<file path="src/rtl/reset_request_generator_pkg.sv">
// Shared state encoding and reset-cause codes for the reset request generator.
package reset_request_generator_pkg;

    typedef enum logic [1:0] {
        IDLE     = 2'd0,
        DEBOUNCE = 2'd1,
        ASSERT   = 2'd2,
        HOLDOFF  = 2'd3
    } state_e;

    localparam logic [1:0] CAUSE_NONE   = 2'b00;
    localparam logic [1:0] CAUSE_POR    = 2'b01;
    localparam logic [1:0] CAUSE_BUTTON = 2'b10;
    localparam logic [1:0] CAUSE_SOFT   = 2'b11;

endpackage

</file>
<file path="src/rtl/reset_request_generator_if.sv">
// Request inputs and reset/status outputs of the reset request generator.
interface reset_request_generator_if;
    logic       button_n;
    logic       soft_req;
    logic       reset_req_n;
    logic       busy;
    logic [1:0] cause;

    modport master (
        output button_n,
        output soft_req,
        input  reset_req_n,
        input  busy,
        input  cause
    );

    modport slave (
        input  button_n,
        input  soft_req,
        output reset_req_n,
        output busy,
        output cause
    );
endinterface

</file>
<file path="src/rtl/reset_request_generator_input_synchronizer.sv">
// Purpose: 2-FF single-bit synchronizer with a parameterized reset value.
// Latency: input visible at q after two clk edges.
// Backpressure: none; free-running sampler.
module input_synchronizer #(
    parameter logic RST_VAL = 1'b1
) (
    input  logic clk,
    input  logic rst,
    input  logic d,
    output logic q
);
    logic meta_q;
    logic sync_q;

    always_ff @(posedge clk or posedge rst) begin
        if (rst) begin
            meta_q <= RST_VAL;
            sync_q <= RST_VAL;
        end else begin
            meta_q <= d;
            sync_q <= meta_q;
        end
    end

    assign q = sync_q;
endmodule

</file>
<file path="src/rtl/reset_request_generator.sv">
// Purpose: merges power-on, debounced button and software sources into a minimum-width active-low reset request.
// Latency: soft_req -> reset_req_n low one edge later; button accepted after a full debounce window.
// Backpressure: requests arriving in ASSERT/HOLDOFF are dropped, never queued.
module reset_request_generator
    import reset_request_generator_pkg::*;
#(
    parameter int DEBOUNCE_CYCLES = 16,
    parameter int PULSE_CYCLES    = 8,
    parameter int HOLDOFF_CYCLES  = 4,
    parameter int CNT_WIDTH       = 16
) (
    input  logic                        clk_sync,
    input  logic                        reset_async,
    reset_request_generator_if.slave    rr
);
    localparam int MAX_CYC = (DEBOUNCE_CYCLES > PULSE_CYCLES)
                           ? ((DEBOUNCE_CYCLES > HOLDOFF_CYCLES) ? DEBOUNCE_CYCLES : HOLDOFF_CYCLES)
                           : ((PULSE_CYCLES > HOLDOFF_CYCLES) ? PULSE_CYCLES : HOLDOFF_CYCLES);

    generate
        if (DEBOUNCE_CYCLES < 1 || PULSE_CYCLES < 1 || HOLDOFF_CYCLES < 1) begin : g_bad_cycles
            $error("reset_request_generator: all cycle parameters must be >= 1");
        end
        if (CNT_WIDTH < 1 || CNT_WIDTH > 31 || ((MAX_CYC - 1) >> CNT_WIDTH) != 0) begin : g_bad_width
            $error("reset_request_generator: CNT_WIDTH too small for the largest cycle count");
        end
    endgenerate

    localparam logic [CNT_WIDTH-1:0] DEB_LAST   = CNT_WIDTH'(DEBOUNCE_CYCLES - 1);
    localparam logic [CNT_WIDTH-1:0] PULSE_LAST = CNT_WIDTH'(PULSE_CYCLES - 1);
    localparam logic [CNT_WIDTH-1:0] HOLD_LAST  = CNT_WIDTH'(HOLDOFF_CYCLES - 1);

    logic btn_sync;

    input_synchronizer #(.RST_VAL(1'b1)) u_btn_sync (
        .clk (clk_sync),
        .rst (reset_async),
        .d   (rr.button_n),
        .q   (btn_sync)
    );

    state_e                 state_q, state_d;
    logic [CNT_WIDTH-1:0]   cnt_q, cnt_d;
    logic [1:0]             cause_q, cause_d;
    logic                   req_n_q, req_n_d;

    always_ff @(posedge clk_sync or posedge reset_async) begin
        if (reset_async) begin
            state_q <= ASSERT;
            cnt_q   <= '0;
            cause_q <= CAUSE_POR;
            req_n_q <= 1'b0;
        end else begin
            state_q <= state_d;
            cnt_q   <= cnt_d;
            cause_q <= cause_d;
            req_n_q <= req_n_d;
        end
    end

    always_comb begin
        state_d = state_q;
        cnt_d   = cnt_q;
        cause_d = cause_q;
        case (state_q)
            IDLE: begin
                if (rr.soft_req) begin
                    state_d = ASSERT;
                    cause_d = CAUSE_SOFT;
                end else if (!btn_sync) begin
                    state_d = DEBOUNCE;
                end
            end
            DEBOUNCE: begin
                if (rr.soft_req) begin
                    state_d = ASSERT;
                    cause_d = CAUSE_SOFT;
                end else if (btn_sync) begin
                    state_d = IDLE;
                end else if (cnt_q == DEB_LAST) begin
                    state_d = ASSERT;
                    cause_d = CAUSE_BUTTON;
                end else begin
                    cnt_d = cnt_q + 1'b1;
                end
            end
            ASSERT: begin
                // Counter parks at PULSE_LAST while a held button stretches the pulse.
                if (cnt_q != PULSE_LAST) begin
                    cnt_d = cnt_q + 1'b1;
                end else if (!(cause_q == CAUSE_BUTTON && !btn_sync)) begin
                    state_d = HOLDOFF;
                end
            end
            HOLDOFF: begin
                if (cnt_q == HOLD_LAST) begin
                    state_d = IDLE;
                end else begin
                    cnt_d = cnt_q + 1'b1;
                end
            end
            default: state_d = IDLE;
        endcase
        if (state_d != state_q) begin
            cnt_d = '0;
        end
        req_n_d = (state_d != ASSERT);
    end

    assign rr.reset_req_n = req_n_q;
    assign rr.busy        = (state_q != IDLE);
    assign rr.cause       = cause_q;
endmodule

</file>
<file path="src/flat_wrapper.sv">
// flat-port wrapper written by rule: the top's interface ports become plain ports
module reset_request_generator_flat import reset_request_generator_pkg::*;
#(
    parameter int DEBOUNCE_CYCLES = 16,
    parameter int PULSE_CYCLES    = 8,
    parameter int HOLDOFF_CYCLES  = 4,
    parameter int CNT_WIDTH       = 16
)
  (clk_sync, reset_async, rr_button_n, rr_soft_req, rr_reset_req_n, rr_busy, rr_cause);
  reset_request_generator_if rr_i ();
  input  logic clk_sync;
  input  logic reset_async;
  input wire logic [$bits(rr_i.button_n)-1:0] rr_button_n;
  input wire logic [$bits(rr_i.soft_req)-1:0] rr_soft_req;
  output wire logic [$bits(rr_i.reset_req_n)-1:0] rr_reset_req_n;
  output wire logic [$bits(rr_i.busy)-1:0] rr_busy;
  output wire logic [$bits(rr_i.cause)-1:0] rr_cause;
  assign rr_i.button_n = rr_button_n;
  assign rr_i.soft_req = rr_soft_req;
  assign rr_reset_req_n = rr_i.reset_req_n;
  assign rr_busy = rr_i.busy;
  assign rr_cause = rr_i.cause;
  reset_request_generator #(.DEBOUNCE_CYCLES(DEBOUNCE_CYCLES), .PULSE_CYCLES(PULSE_CYCLES), .HOLDOFF_CYCLES(HOLDOFF_CYCLES), .CNT_WIDTH(CNT_WIDTH)) u_core (.clk_sync(clk_sync), .reset_async(reset_async), .rr(rr_i));
endmodule
</file>
<file path="config.mk">
export PLATFORM = sky130hd
export DESIGN_NAME = reset_request_generator_flat
export DESIGN_NICKNAME = d
export VERILOG_FILES = /design/src/rtl/reset_request_generator_pkg.sv /design/src/rtl/reset_request_generator_if.sv /design/src/rtl/reset_request_generator_input_synchronizer.sv /design/src/rtl/reset_request_generator.sv /design/src/flat_wrapper.sv
export SDC_FILE = /design/constraint.sdc
export NUM_CORES = 1
export LEC_CHECK = 0
export CAP_MARGIN = 10
export CORE_ASPECT_RATIO = 0.8
export CORE_MARGIN = 2
export CORE_UTILIZATION = 40
export CTS_BUF_LIST = sky130_fd_sc_hd__clkbuf_16
export CTS_CLUSTER_DIAMETER = 30
export DETAILED_ROUTE_END_ITERATION = 10
export GPL_TIMING_DRIVEN = 0
export PLACE_DENSITY = 0.61
export SLEW_MARGIN = 20
export SYNTH_ARGS = -nofsm -noshare
export SYNTH_HDL_FRONTEND = slang
export SYNTH_SLANG_ARGS = --single-unit
</file>
<file path="constraint.sdc">
create_clock -name clk_sync -period 2.8 [get_ports clk_sync]
set_input_delay 0.42 -clock clk_sync [delete_from_list [all_inputs] [get_ports clk_sync]]
set_output_delay 0.42 -clock clk_sync [all_outputs]
set_load 0.03 [all_outputs]
</file>
# Word-level counts from Yosys, hierarchy flattened
# Cells that the tools add are included.
# W data, S select, Z words.
# classes
addsub	1
n_div	0
reduce_logical	8
n_mul	0
shift	0
magnitude_cmp	0
n_eq_ne	17
n_mux	21
n_bitwise	0
# ops
op	n
$mux W16	6
$pmux W16 S3	1
$mux W2	12
$add A16 B1 Y16 const B	1
$eq A16 B2 Y1 const B	1
$eq A16 B4 Y1 const B	1
$ne A16 B3 Y1 const B	1
$ne A3 B2 Y1 const B	3
$ne A3 B3 Y1 const B	3
$pmux W2 S4	1
$eq A2 B2 Y1 const B	3
$reduce_and A6 Y1	1
$ne A2 B2 Y1 const B	2
$pmux W2 S2	1
$reduce_and A4 Y1	1
$reduce_bool A2 Y1	2
$reduce_bool A4 Y1	1
$ne A3 B1 Y1 const B	1
$eq A2 B1 Y1 const B	1
$logic_not A2 Y1	1
$ne A2 B2 Y1	1
$logic_and A1 B1 Y1	1
$logic_not A1 Y1	1
# word_totals
mem_bits_rw	0
out_inout_bits	4
register_bits	23
word_cells	53
in_bits	4
latch_bits	0
memories	0
mem_bits_ro	0

# Longest topological paths before layout
# depth
ltp_word	8
ltp_mapped	9
depth_no_buf	7

# Hierarchy
# From an unflattened synthesis, not the netlist that was laid out.
# unflattened
hier_cells	172
hier_area_um2	1732.9
# modules_own_cells
module	area_each_um2	n_inst	cells_per_inst
reset_request_generator	1676.6	1	169
input_synchronizer	56.3	1	3

# Worst setup path before layout
# No wires, ideal clock.
# synth_path
path_type	register to register
startpoint	register u_core.state_q[1]
endpoint	register u_core.cnt_q[15]
n_path_buf	2
stages_incl_launch_ff	10
slack_ns	0.656
arrival_time_ns	2.024
cell_sequence	dfstp_2 -> inv_1 -> ha_1 -> buf_2 -> o21a_1 -> or3b_1 -> buf_6 -> nor4_4 -> xnor2_1 -> nor3_2
# synth_via
elab_chain_len	7
elab_cells_between_ends	23
cone_classes	9 x eq/ne; 11 x mux; 3 x reduce/logical
# synth_lines
item	line_no	source
start: declaration	reset_request_generator.sv:42	state_e state_q, state_d;
start signal: assignment	reset_request_generator.sv:54	state_q <= state_d;
$mux W2	reset_request_generator.sv:80	end else if (cnt_q == DEB_LAST) begin
$mux W2	reset_request_generator.sv:78	end else if (btn_sync) begin
$mux W2	reset_request_generator.sv:75	if (rr.soft_req) begin
$pmux W2 S4	reset_request_generator.sv:65	case (state_q)
$ne A2 B2 Y1	reset_request_generator.sv:104	if (state_d != state_q) begin
$ne A3 B3 Y1 (no source line) (tied with other cells)	n/a	
$reduce_and A6 Y1 (no source line)	n/a	
end signal: assignment	reset_request_generator.sv:55	cnt_q <= cnt_d;
end: declaration	reset_request_generator.sv:43	logic [CNT_WIDTH-1:0] cnt_q, cnt_d;
# Parallel ways exist; a longest one is shown, timed or not.
# A chain may end at the register's enable or synchronous reset.

# Worst setup path in the final report
# layout_path
startpoint	register u_core.state_q[1]
endpoint	output port rr_busy
# layout_via
elab_chain_len	1
# layout_lines
item	line_no	source
$reduce_bool A2 Y1	reset_request_generator.sv:111	assign rr.busy = (state_q != IDLE);
end: declaration	flat_wrapper.sv:16	output wire logic [$bits(rr_i.busy)-1:0] rr_busy;
# No other way between the ends.

==> flow_summary_export.csv <==
group,metric,value,unit
global_routing,grt_overflow,0,
pwr,ir_worst_vdd,374,uV
drt,drtPass1Iterations,4,
min_path,hold_depth,0,
timing,setup_violations,0,
synthesis,synthCells,160,
die,num_rows,19,
die,die_x,72.3,um
finish,nFillCells,341,
finish,nNetsFinal,181,
setup_path,timing.rr.start,"u_core.state_q[1]$_DFF_PP1_",
synthesis,synth_fa_ha_area_share,4.19,%
global_routing,antenna_found_initial,0,
global_routing,grt_start_max_net_pins,24,
timing,max_freq,398,MHz
cts,clk_latency,260,ps
synthesis,synth-edff-count,0,
timing,tightest_slew,842,ps
setup_path,cp-start-kind,"register",
placed_design,port_buffers,7,
timing,min_period_over_period,89.8,%
global_routing,use_met3,4.79,%
cts,htreeDepth,1,
synthesis,synth_xor_area_share,8.80,%
status,status,"complete, no violations",
placed_design,gp_congestion,0.892,
global_routing,grt_util_met1,22.2,%
pwr,p_per_area,816,nW/um^2
global_routing,grt_pass1_vias,1135,
min_path,hp-start,"u_core.u_btn_sync.meta_q$_DFF_PP1_",
die,die-area,4240,um^2
finish,final_cell_mix,"19 x nor3_1, 19 x dfrtp_1, 13 x nor2_1",
synthesis,synth-simple-area-share,30.3,%
synthesis,synth_compound_area_share,11.1,%
finish,area.growth.synth_to_final,13.5,%
synthesis,synth_mux_area_share,1.42,%
cts,cts_made_buffers,3,
timing,holdWs,355,ps
drt,viasPerCell,5.62,
cts,ctsLongestPathBuffers,2,
die,die_y,58.6,um
die,initial_core_util,42.7,%
cts,clock-sinks,23,
min_path,hold_end,"u_core.u_btn_sync.q$_DFF_PP1_",
synthesis,synth_area_leaders,"dfrtp_1 32%, dfstp_2 7.0%, nor3_1 6.4%",
cts,cts_tree,"yes",
synthesis,syn_area_per_cell,9.33,um^2
synthesis,async_reset_ff_share,100,%
min_path,min_path_type,"reg2reg",
synthesis,synth_nets,169,
timing,hold_viol,0,
timing,slew_headroom,43.8,%
synthesis,synth_top_family_by_area,"simple AND/OR/NAND/NOR gates",
setup_path,r2r_end,"u_core.cnt_q[1]$_DFFE_PP0P_",
cts,cts.clk_slew.worst_paths,60,ps
synthesis,synth_top_area_share,31.9,%
drt,antenna_left,0,
setup_path,cp_max_fo,9,
pwr,power,1.38,mW
timing,rsz0062_at_grt,"false",
die,core,3490,um^2
cts,cts_hold_buf,0,
setup_path,end_kind,"output port",
cts,cts_root_buf,"clkbuf_16",
cts,post_cts_buffers,0,
setup_path,crit_arrival,2090,ps
synthesis,syn_area,1490,um^2
global_routing,grt_pass1_wl,5220,um
timing,finClkSkew,2.52,ps
global_routing,busiest_layer,"met2",
drt,drtIter0Drc,88,
global_routing,met2_usage,24.6,%
placed_design,dpl.hpwl,2200,um
cts,postCtsResizedCells,0,
synthesis,yosysWarnings,0,
timing,maxSlewViolCount,0,
drt,num_vias,1196,
synthesis,synth_flop_cell,"dfrtp_1",
synthesis,ys_seq_area_share,38.9,%
synthesis,synth_area_leader_cell,"dfrtp_1",
setup_path,rr_worst_depth,9,
global_routing,grt_usage,16.3,%
synthesis,synthDistinctLibCells,46,
finish,drive_gt1_share,12.3,%
die,ios,8,
drt,post-route-drc-count,0,
setup_path,crit_required,2380,ps
drt,wl_per_cell,14.0,um
finish,n_antenna_cell,0,
flow_run,drv_cap,0,
timing,setup-tns-final,0,ps
setup_path,crit_type,"reg2out",
setup_path,r2r_setup_slack,390,ps
drt,drt-total-wl,2980,um
timing,fin_crit,2510,ps
pwr,p_leak,0.689,nW
synthesis,yosys_register_bits,23,
==> how the worst max path moves through the flow <==
stage                                      startpoint                           end  slack (ps)
after detailed placement  u_core.state_q[1]$_DFF_PP1_   u_core.cnt_q[1]$_DFFE_PP0P_         450
after floorplan           u_core.state_q[1]$_DFF_PP1_  u_core.cnt_q[15]$_DFFE_PP0P_         660
after global placement                    rr_soft_req  u_core.cnt_q[15]$_DFFE_PP0P_         490
after global routing      u_core.state_q[1]$_DFF_PP1_                       rr_busy         160
final                     u_core.state_q[1]$_DFF_PP1_                       rr_busy         290
after CTS                 u_core.state_q[1]$_DFF_PP1_                       rr_busy         290
==> Yosys cell counts (2+ instances only) <==
library cell  count
nor3_2            2
and3_1            3
inv_1             8
xnor2_1          10
nor4_2            3
buf_4             2
dfrtp_1          19
and4_1            3
o21ai_0           4
nor3_1           19
ha_1              5
xor2_1            5
nand2_1          10
clkbuf_1          2
buf_6             2
a21boi_0          2
dfstp_2           4
a21oi_1           4
nand3_1           7
o211ai_1          4
nand2b_1          5
nor2_1           13
==> cells by family after synthesis <==
family,count (synthesis)
AND/OR/NAND/NOR,76
AO/OA/AOI/OAI,24
flip-flops,23
XOR/XNOR,15
buffers and inverters,15
adder cells (fa/ha/maj),5
multiplexers,2
==> power breakdown <==
part / leakage [nW] / internal [mW] / switching [mW] / total, mW
logic: 0.350 / 0.239 / 0.422 / 0.661
registers: 0.297 / 0.379 / 0.0384 / 0.417
clock network: 0.0423 / 0.191 / 0.114 / 0.305
==> flip-flops by register name (all words and copies together) (netlist names) <==
name and flops:
u_core.cnt_q 16, u_core.rr.cause 2, u_core.state_q 2, u_core.rr.reset_req_n 1, u_core.u_btn_sync.meta_q 1, u_core.u_btn_sync.q 1
==> layout make-up <==
| class | count | area, um^2 | share of cell area [%] |
|---|---|---|---|
| multi-input combinational | 122 | 832 | 49.1 |
| clock buffer | 3 | 75.1 | 4.43 |
| sequential | 23 | 581 | 34.3 |
| tap | 42 | 52.6 | 3.10 |
| buffer | 7 | 50.0 | 2.95 |
| inverter | 8 | 30.0 | 1.77 |
| clock inverter | 1 | 3.75 | 0.222 |
| timing repair buffer | 7 | 70.1 | 4.14 |
==> critical path: stages (launching register included) <==
cell             delay [ps]
dfstp_2                 600
inv_1                    80
ha_1                    170
clkbuf_1                200
inv_1                   120
clkdlybuf4s50_1         670
==> through the flow <==
step                std cells  worst slack [ps]  util [%]  cell area [um^2]
floorplan                 160               656         -              1490
global placement          209               486      46.2              1620
detailed placement        209               449      46.2              1620
CTS                       213               287      48.5              1690
global route              213               165      48.5              1690
finish                    213               286      48.5              1690
==> per-layer routing <==
layer,wire length [um],vias up
met1,1470,571
met2,1280,32
met3,187,5
li1,-,588
met4,41,0
met5,0,-
No activity file was read; power rests on OpenSTA's default activity.
